### src/rtl/mem_arb_pkg.sv
// Shared types and default sizing for the IF/MEM single-port SRAM arbiter.
package mem_arb_pkg;

    localparam int ADDR_W_DEF     = 11;
    localparam int DATA_W_DEF     = 32;
    localparam int STARVE_MAX_DEF = 4;
    localparam int CNT_W_DEF      = 16;
    localparam int STARVE_W       = 4;

    // Which port owns the SRAM read data returning next cycle.
    typedef enum logic [1:0] {
        NONE    = 2'd0,
        IF_RESP = 2'd1,
        DM_RESP = 2'd2
    } resp_owner_e;

endpackage

### src/rtl/arb_starve_ctr.sv
// Saturating up-counter with synchronous clear; flags when it sits at its limit.
module arb_starve_ctr #(
    parameter int           W   = 4,
    parameter logic [W-1:0] MAX = '1
) (
    input  logic         clk,
    input  logic         rst,
    input  logic         i_inc,
    input  logic         i_clr,
    output logic [W-1:0] o_cnt,
    output logic         o_at_max
);

    logic [W-1:0] r_cnt;

    assign o_at_max = (r_cnt == MAX);
    assign o_cnt    = r_cnt;

    // NOTE: sequential state uses non-blocking assignments so every flop samples pre-edge values.
    always_ff @(posedge clk or posedge rst) begin
        if (rst) begin
            r_cnt <= '0;
        end else if (i_clr) begin
            r_cnt <= '0;
        end else if (i_inc && !o_at_max) begin
            r_cnt <= r_cnt + 1'b1;
        end
    end

endmodule

### src/rtl/mem_port_arbiter.sv
// Arbitrates one single-port SRAM between the fetch port and the load/store port,
// with data-port priority, a fetch starvation guard and read-response routing.
module mem_port_arbiter
    import mem_arb_pkg::*;
#(
    parameter int ADDR_W     = ADDR_W_DEF,
    parameter int DATA_W     = DATA_W_DEF,
    parameter int STARVE_MAX = STARVE_MAX_DEF,
    parameter int CNT_W      = CNT_W_DEF
) (
    input  logic              clk,
    input  logic              rst,
    input  logic              if_req,
    input  logic [ADDR_W-1:0] if_addr,
    input  logic              if_flush,
    output logic              if_gnt,
    output logic              if_rvalid,
    output logic [DATA_W-1:0] if_rdata,
    input  logic              dm_req,
    input  logic              dm_we,
    input  logic [ADDR_W-1:0] dm_addr,
    input  logic [DATA_W-1:0] dm_wdata,
    output logic              dm_gnt,
    output logic              dm_rvalid,
    output logic [DATA_W-1:0] dm_rdata,
    output logic              stall_if,
    output logic              stall_mem,
    output logic [ADDR_W-1:0] sram_a,
    output logic [DATA_W-1:0] sram_d,
    output logic              sram_cen,
    output logic              sram_wen,
    input  logic [DATA_W-1:0] sram_q,
    output logic [CNT_W-1:0]  conflict_cnt
);

    resp_owner_e         r_owner;
    resp_owner_e         w_owner_nxt;
    logic                w_if_wins;
    logic                w_if_gnt;
    logic                w_dm_gnt;
    logic                w_starve_at_max;
    logic                w_starve_inc;
    logic [STARVE_W-1:0] w_unused_starve_cnt;
    logic                w_unused_conf_max;

    // Fetch wins when alone, or when it has been denied STARVE_MAX cycles in a row.
    assign w_if_wins = if_req & (~dm_req | w_starve_at_max);
    assign w_if_gnt  = ~rst & w_if_wins;
    assign w_dm_gnt  = ~rst & dm_req & ~w_if_wins;

    assign if_gnt    = w_if_gnt;
    assign dm_gnt    = w_dm_gnt;
    assign stall_if  = if_req & ~w_if_gnt;
    assign stall_mem = dm_req & ~w_dm_gnt;

    assign sram_a   = rst ? '0 : (w_if_wins ? if_addr : dm_addr);
    assign sram_d   = rst ? '0 : dm_wdata;
    assign sram_cen = ~(w_if_gnt | w_dm_gnt);
    assign sram_wen = ~(w_dm_gnt & dm_we);

    assign w_starve_inc = if_req & ~w_if_gnt;

    arb_starve_ctr #(
        .W   (STARVE_W),
        .MAX (STARVE_W'(STARVE_MAX))
    ) u_starve_ctr (
        .clk      (clk),
        .rst      (rst),
        .i_inc    (w_starve_inc),
        .i_clr    (~w_starve_inc),
        .o_cnt    (w_unused_starve_cnt),
        .o_at_max (w_starve_at_max)
    );

    arb_starve_ctr #(
        .W   (CNT_W),
        .MAX ('1)
    ) u_conflict_ctr (
        .clk      (clk),
        .rst      (rst),
        .i_inc    (if_req & dm_req),
        .i_clr    (1'b0),
        .o_cnt    (conflict_cnt),
        .o_at_max (w_unused_conf_max)
    );

    // A flushed fetch never claims the returning data; writes never produce a response.
    always_comb begin
        w_owner_nxt = NONE;
        if (w_if_gnt && !if_flush) begin
            w_owner_nxt = IF_RESP;
        end else if (w_dm_gnt && !dm_we) begin
            w_owner_nxt = DM_RESP;
        end
    end

    always_ff @(posedge clk or posedge rst) begin
        if (rst) begin
            r_owner <= NONE;
        end else begin
            r_owner <= w_owner_nxt;
        end
    end

    assign if_rvalid = (r_owner == IF_RESP) & ~if_flush;
    assign dm_rvalid = (r_owner == DM_RESP);
    assign if_rdata  = sram_q;
    assign dm_rdata  = sram_q;

endmodule

### config.mk
export PLATFORM = sky130hd
export DESIGN_NAME = mem_port_arbiter
export DESIGN_NICKNAME = d
export VERILOG_FILES = /design/src/rtl/mem_arb_pkg.sv /design/src/rtl/arb_starve_ctr.sv /design/src/rtl/mem_port_arbiter.sv
export SDC_FILE = /design/constraint.sdc
export NUM_CORES = 1
export LEC_CHECK = 0
export BUFFER_PORTS_ARGS = -buffer_cell sky130_fd_sc_hd__buf_2
export CORE_AREA = 2 2 87 89
export DETAILED_ROUTE_END_ITERATION = 10
export DIE_AREA = 0 0 89 91
export PLACE_DENSITY_LB_ADDON = 0.2
export SYNTH_ARGS = -nofsm -noshare
export SYNTH_HDL_FRONTEND = slang
export SYNTH_SLANG_ARGS = --single-unit
export TNS_END_PERCENT = 5
### constraint.sdc
create_clock -name clk -period 3.9 [get_ports clk]
set_clock_uncertainty 0.2 [all_clocks]
set_input_delay 0.78 -clock clk [delete_from_list [all_inputs] [get_ports clk]]
set_output_delay 0.78 -clock clk [all_outputs]
set_load 0.005 [all_outputs]
==> Word-level counts from Yosys, hierarchy flattened <==
Cells that the tools add are included.
Widths: inputs -> output; s select.
{ "totals": {"output_inout_bits": 131, "ff_bits": 22, "word_cells": 44, "inputBits": 92} }
{ "op_classes": {"n_eq_ne": 5, "muxes": 7, "n_bitwise": 19, "add_sub_neg": 2, "reduce_logical": 8} }
{ "op_table": {"columns": ["cell", "n"], "rows": [
  ["$mux 32", 1],
  ["$mux 11", 2],
  ["$add 16x1->16 const B", 1],
  ["$eq 16x16->1 const B", 1],
  ["$and 1x1->1", 9],
  ["$mux 4", 2],
  ["$not 1->1", 8],
  ["$add 4x1->4 const B", 1],
  ["$eq 4x3->1 const B", 1],
  ["$logic_and 1x1->1", 4],
  ["$logic_not 1->1", 4],
  ["$mux 2", 2],
  ["$eq 2x1->1 const B", 1],
  ["$eq 2x2->1 const B", 1],
  ["$ne 2x2->1 const B", 1],
  ["$or 1x1->1", 2]
]} }

==> Longest topological paths before layout <==
Gate-level depths: netlist of the first run.
{ "logic_depth": {"word_depth": 9, "mapped_depth": 7, "depth_no_buf": 6} }

==> Cells and area by module <==
From an unflattened synthesis of the first run, not the netlist that was laid out.
{ "unflattened": {"hier_cells": 283, "hier_area_um2": 2328.5} }
{ "by_module_without_submodules": {"columns": ["module", "seq_area_each_um2", "cells_per_inst", "area_each_um2", "instances"], "rows": [
  ["mem_port_arbiter", 50.0, 157, 1113.6, 1],
  ["arb_starve_ctr (u_conflict_ctr)", 400.4, 101, 977.2, 1],
  ["arb_starve_ctr (u_starve_ctr)", 100.1, 25, 237.7, 1]
]} }

==> Worst setup path before layout of the first run <==
Ideal clock, no wire load.
{ "synth_path": {"kind": "input to output", "start": "input port dm_req", "end": "output port sram_a[1]", "required_time_ps": 2920, "cell_stages": 5, "t_arrival_ps": 1557, "n_path_buf": 2, "slack_ps": 1363, "cell_sequence": "buf_6 -> a21boi_2 -> buf_6 -> mux2i_1 -> nor2_1"} }
{ "synth_between": {"elab_chain_cells": 5} }
{ "synth_lines": {"columns": ["element", "line_no", "text"], "rows": [
  ["start, declared", "mem_port_arbiter.sv:19", "input logic dm_req,"],
  ["$not 1->1", "mem_port_arbiter.sv:47", "assign w_if_wins = if_req & (~dm_req | w_starve_at_max);"],
  ["$or 1x1->1", "mem_port_arbiter.sv:47", null],
  ["$and 1x1->1", "mem_port_arbiter.sv:47", null],
  ["$mux 11 (2 in series)", "mem_port_arbiter.sv:56", "assign sram_a = rst ? '0 : (w_if_wins ? if_addr : dm_addr);"],
  ["end, declared", "mem_port_arbiter.sv:28", "output logic [ADDR_W-1:0] sram_a,"]
]} }
No other way between the ends.

==> Worst setup path after layout of the first run <==
{ "layout_path": {"start": "register u_starve_ctr.r_cnt[0], in the netlist u_starve_ctr.o_cnt[0]", "end": "output port sram_a[2]"} }
{ "layout_between": {"elab_chain_cells": 5} }
{ "layout_lines": {"columns": ["element", "line_no", "text"], "rows": [
  ["start, declared", "arb_starve_ctr.sv:14", "logic [W-1:0] r_cnt;"],
  ["start signal, assigned", "arb_starve_ctr.sv:26", "r_cnt <= r_cnt + 1'b1;"],
  ["$eq 4x3->1", "arb_starve_ctr.sv:16", "assign o_at_max = (r_cnt == MAX);"],
  ["$or 1x1->1", "mem_port_arbiter.sv:47", null],
  ["$and 1x1->1", "mem_port_arbiter.sv:47", null],
  ["$mux 11 (2 in series)", "mem_port_arbiter.sv:56", null]
]} }
No other way between the ends.

==> impl_metrics.py, run 1 <==
metrics = {
    "cells_and_area": {
        "final_cell_mix": "buf_2, nor2b_1, dfrtp_1",
        "diodes": 0,
        "drive_gt1_share_pct": 48.8,
        "fillers": 805,
        "areaGrowthSynthToFinish_pct": 13.4,
        "multi_input_area_sq_um": 1020,
        "fin_nets": 400,
        "seq_area_sq_um": 551,
        "final_common_cell": "buf_2",
        "final_cells": 402,
    },
    "critical_path": {
        "rrSetupSlack_ps": 1590,
        "slowest_delay_ps": 690,
        "crit_required_ps": 2920,
        "cp_slowest_cell": "a21boi_2",
        "crit_type": "reg -> out",
        "worstPathMaxFanout": 13,
        "r2r-start": "u_starve_ctr.o_cnt[0]",
        "endpoint_kind": "output port",
        "arrival_ps": 2470,
        "start_kind": "register",
        "r2r_end": "r_owner[1]",
        "r2r_cells": 6,
        "crit_chain": "inv_1 > ha_1 > nand3b_1 > a21boi_2 > buf_4 > mux2i_1 > nor2_1 > buf_2",
    },
    "placement": {
        "dp.cells": 399,
        "gp_congestion": 0.804,
        "portBuffers": 126,
        "dpl.hpwl_um": 5460,
    },
    "global_routing": {
        "grt_overflow": 0,
        "grt_max_degree": 47,
        "grtUsageTotal_pct": 15.8,
        "grt_first_pass_wirelength_um": 9820,
        "antenna_found_initial": 0,
        "grt_pass1_vias": 1789,
    },
    "run_status": {
        "status": "completed",
    },
    "sta": {
        "final_hold_viol_count": 0,
        "setup-violations-final": 0,
        "fin_tns_setup_ps": 0,
        "max_slew_margin_pct": 44.9,
        "finalCriticalPeriod_ps": 3450,
        "max_freq_ghz": 0.290,
        "rsz0062_at_grt": "no",
        "worstMarginPinSlew_ps": 822,
        "fin_crit_sh_pct": 88.4,
        "slew_viol_final": 0,
    },
    "yosys": {
        "synth_edf_count": 0,
        "synth.largest_area_cell": "dfrtp_1",
        "netlist_area_sq_um": 2130,
        "yosys_warnings": 0,
        "synth_nets": 338,
        "synth-seq-cells": 22,
        "async_reset_ff_share_pct": 100,
        "ys.flop_type": "dfrtp_1",
        "avgSynthCellArea_sq_um": 8.75,
        "seq_area_frac_synth_pct": 25.9,
        "syn_inst": 243,
        "ys_types": 43,
        "yosys-top-cells-area": "dfrtp_1, buf_4, nor2b_1",
        "synth_top_cell_area_share_pct": 25.9,
    },
    "die": {
        "die_w_um": 89,
        "rows": 31,
        "dieArea_sq_um": 8100,
        "num_io_pins": 223,
        "start_util_pct": 29.8,
        "core-area_sq_um": 7140,
        "die_h_um": 91,
    },
    "clocking": {
        "cts_sinks": 22,
        "clock_tree.htree_level_count": 1,
        "cts_root_buf": "clkbuf_8",
        "clk_latency_ps": 260,
        "cts_tree": "built",
        "cts.clk_slew.worst_paths_ps": 80,
        "clock_path_buffers": 2,
        "cts_setup_buffers": 0,
        "post_cts_resized": 0,
        "hold_buffers": 0,
        "cts_buffers": 3,
    },
    "drt": {
        "drtIter0Drc": 40,
        "vias_per_cell": 4.45,
        "vias": 1789,
        "drt-total-wl_um": 6430,
        "wire_per_inst_um": 16.0,
        "drcViolationCount": 0,
        "drtPass1Iterations": 4,
        "postRouteAntennaNets": 0,
    },
    "pwr": {
        "leakagePower_nw": 1.27,
        "ir_drop_v": 0.000113,
        "pwr_density_cell_nw_per_um2": 301,
        "power_w": 0.000725,
    },
    "min_path": {
        "holdCritPathClass": "in -> async",
    },
    "run": {
        "drv_cap": 0,
    },
}
-- layout make-up --
cell class / count / area share [%]
well taps: 99 / 5.14
multi-input cells: 144 / 42.4
flip-flops and latches: 22 / 22.8
inverters: 5 / 0.778
repair buffers: 129 / 27.1
clock buffers: 3 / 1.71
-- synthesized netlist by cell type, drive strengths merged (2+ instances only) --
library cell / number
a21oi: 4
and2: 2
and3: 2
buf: 67
clkbuf: 5
dfrtp: 22
ha: 3
inv: 5
mux2: 5
mux2i: 11
nand2: 10
nand2b: 2
nand3: 9
nand4: 5
nor2: 23
nor2b: 35
nor3: 4
nor3b: 2
nor4b: 2
o21a: 2
o21ai: 3
xnor2: 2
xor2: 6
-- kinds of logic (layout without fill, tap and decap cells) --
group	Yosys count	in the layout	synth area share, %
muxes	16	16	8.00
xor gates and xnor gates	8	8	3.30
and+or+nand+nor	101	101	29.1
buffers and inverters	77	137	26.0
DFF	22	22	25.9
AOI/OAI and AO/OA	16	16	5.95
adders and majority gates	3	3	1.77
-- critical path: cells and delay by family (launching register included) --
kind	cells	cell delay, ps
muxes	1	190
adders and majority gates	1	190
buffers and inverters	3	460
AOI/OAI and AO/OA	1	690
and+or+nand+nor	2	260
DFF	1	420
-- per-stage QoR --
| stage | hold WS [ps] | utilization [%] | cell area [sq um] | setup slack [ps] |
|---|---|---|---|---|
| floorplan | 306 | - | 2130 | 1360 |
| global placement | 313 | 33.2 | 2370 | 673 |
| detailed placement | 326 | 33.2 | 2370 | 643 |
| CTS | 176 | 33.8 | 2410 | 402 |
| global route | 190 | 33.8 | 2410 | 196 |
| finish | 183 | 33.8 | 2410 | 451 |
-- power by group --
group,internal [W],switching [W],total [W]
Clock,0.0000689,0.0000723,0.000141
Combinational,0.000126,0.000130,0.000256
Sequential,0.000268,0.0000598,0.000327
Total,0.000463,0.000262,0.000725
-- routing by layer --
layer  vias to the layer above  part of all wire (%)  global-route usage [%]
met1                       797                    37                    17.7
met4                         2                  0.50                    3.48
met5                         -                  0.95                    6.29
met2                       128                    47                    24.5
met3                         4                    15                    10.3
li1                        858                     -                       -
-- state kept, by name, indices dropped and copies added (netlist names) --
register,cells
u_conflict_ctr.o_cnt,16
u_starve_ctr.o_cnt,4
r_owner,2
-- worst max path at each step --
| stage | startpoint | to | slack, ps | depth (start not counted) |
|---|---|---|---|---|
| 3_5_place_dp | dm_req | sram_a[2] | 640 | 6 |
| 3_3_place_gp | dm_req | sram_a[2] | 670 | 6 |
| 5_1_grt | u_starve_ctr.o_cnt[0] | sram_a[2] | 200 | 8 |
| 6_report | u_starve_ctr.o_cnt[0] | sram_a[2] | 450 | 8 |
| 2_1_floorplan | dm_req | sram_a[1] | 1360 | 5 |
| 4_1_cts | u_starve_ctr.o_cnt[0] | sram_a[2] | 400 | 8 |
Note: power is estimated with default switching activity, not from simulation.
==> run 2: changes to the inputs <==
CORE_AREA = default   (was 2 2 87 89)
CORE_MARGIN = 8   (was default)
CORE_UTILIZATION = 36   (was default)
DIE_AREA = default   (was 0 0 89 91)
clock period = 3.5 ns   (was 3.9 ns; I/O delays follow)
==> impl_metrics.py, run 2 (synthesis gave the netlist of run 1 again) <==
metrics = {
    "sta": {
        "worstMarginPinSlew_ps": 534,
        "fin_tns_setup_ps": 0,
        "rsz0062_at_grt": "no",
        "finalCriticalPeriod_ps": 3090,
        "setup-violations-final": 0,
        "final_hold_viol_count": 0,
        "max_freq_ghz": 0.323,
        "fin_crit_sh_pct": 88.4,
        "whs_ps": 334,
        "max_slew_margin_pct": 64.4,
        "slew_viol_final": 0,
    },
    "cells_and_area": {
        "fillers": 638,
        "final_common_cell": "buf_2",
        "final_cell_mix": "buf_2, nor2b_1, dfrtp_1",
        "final_util_pct": 41.2,
        "largest_register_ffs": 16,
        "final_area_sq_um": 2390,
        "fin_nets": 400,
        "areaGrowthSynthToFinish_pct": 12.7,
        "diodes": 0,
        "drive_gt1_share_pct": 49.0,
    },
    "critical_path": {
        "cp_slowest_cell": "dfrtp_1",
        "slowest_delay_ps": 430,
        "r2r-start": "u_starve_ctr.o_cnt[0]",
        "crit_cells": 8,
        "start_kind": "register",
        "endpoint_kind": "output port",
        "crit_chain": "inv_1 > ha_1 > nand3b_1 > a21boi_2 > buf_4 > mux2i_1 > nor2_1 > buf_2",
        "crit_type": "reg -> out",
        "rrSetupSlack_ps": 1430,
        "crit_required_ps": 2600,
        "r2r_cells": 7,
        "r2r_end": "r_owner[0]",
        "cp_top_family": "buffers and inverters",
        "setup.worst_path.start": "u_starve_ctr.o_cnt[0]",
        "worstPathMaxFanout": 8,
        "arrival_ps": 2190,
        "critPathBufInv": 3,
    },
    "drt": {
        "drtIter0Drc": 25,
        "wire_per_inst_um": 16.4,
        "drtPass1Iterations": 4,
        "vias": 1766,
        "vias_per_cell": 4.66,
        "drt-total-wl_um": 6220,
        "drcViolationCount": 0,
        "postRouteAntennaNets": 0,
    },
    "pwr": {
        "ir_drop_v": 0.000163,
        "power_w": 0.000833,
        "leakagePower_nw": 1.27,
        "pwr_density_cell_nw_per_um2": 348,
    },
    "run": {
        "drv_cap": 0,
    },
    "clocking": {
        "cts_setup_buffers": 0,
        "clk_latency_ps": 260,
        "cts_sinks": 22,
        "cts_tree": "built",
        "hold_buffers": 0,
        "cts_buffers": 3,
        "clock_path_buffers": 2,
        "cts_root_buf": "clkbuf_8",
        "post_cts_resized": 0,
        "cts.clk_slew.worst_paths_ps": 80,
        "clock_tree.htree_level_count": 1,
    },
    "global_routing": {
        "grtUsageTotal_pct": 14.0,
        "grt_first_pass_wirelength_um": 9600,
        "grt_pass1_vias": 1895,
        "grt_max_degree": 32,
        "antenna_found_initial": 0,
        "grt_overflow": 0,
    },
    "placement": {
        "gp_congestion": 0.814,
        "dpl.hpwl_um": 5390,
        "dpl-instance-area_sq_um": 2340,
        "portBuffers": 126,
    },
    "die": {
        "rows": 28,
        "num_io_pins": 223,
        "core-area_sq_um": 5820,
        "die_w_um": 92.8,
        "dieArea_sq_um": 8620,
        "start_util_pct": 36.6,
        "die_h_um": 92.8,
    },
    "run_status": {
        "status": "completed",
    },
    "min_path": {
        "hold_end": "u_conflict_ctr.o_cnt[15]",
        "min_path_cells": 1,
        "holdCritPathClass": "reg -> reg",
        "hp-start": "u_conflict_ctr.o_cnt[15]",
    },
}
## run 2: cell count changes in the layout (fill, tap and decap cells not counted)
cell	before	now
clkbuf_8	3	4
## run 2: worst register-to-register path: stages, from the launching register on
cell	delay [ps]
dfrtp_1	430
inv_1	70
ha_1	180
nand3b_1	200
a21boi_2	400
buf_4	260
and2_1	150
nor2b_1	120
## run 2: worst max-delay path by stage
stage	endpoint	slack, ps
final	sram_a[4]	410
after global routing	sram_a[8]	200
after CTS	sram_a[0]	370
after detailed placement	sram_a[0]	670
after global placement	sram_a[4]	720
after floorplan	sram_a[1]	1080
## run 2: power by group
part	switching [W]	internal, W	leakage [nW]
Sequential	0.0000685	0.000298	0.289
Clock	0.0000828	0.000100	0.0288
Combinational	0.000142	0.000141	0.957
## run 2: stage by stage
step	instances	setup WS, ps
2_1_floorplan	243	1080
3_3_place_gp	375	725
3_5_place_dp	375	666
4_1_cts	379	371
5_1_grt	379	200
6_report	379	407
## run 2: layout make-up
cell class,instances,area (sq um),share of cell area (%)
clock buffers,4,55.1,2.30
well taps,75,93.8,3.92
multi-input cells,144,1020,42.7
inverters,5,18.8,0.784
repair buffers,129,653,27.3
flip-flops and latches,22,551,23.0
## run 2: layer usage
metal  wire length, um  vias up  global-route usage (%)
met5                 0        -                       0
met4               102        0                    4.70
met3               904       11                    9.30
met2              2940      110                    23.3
met1              2270      784                    13.7
li1                  -      861                       -
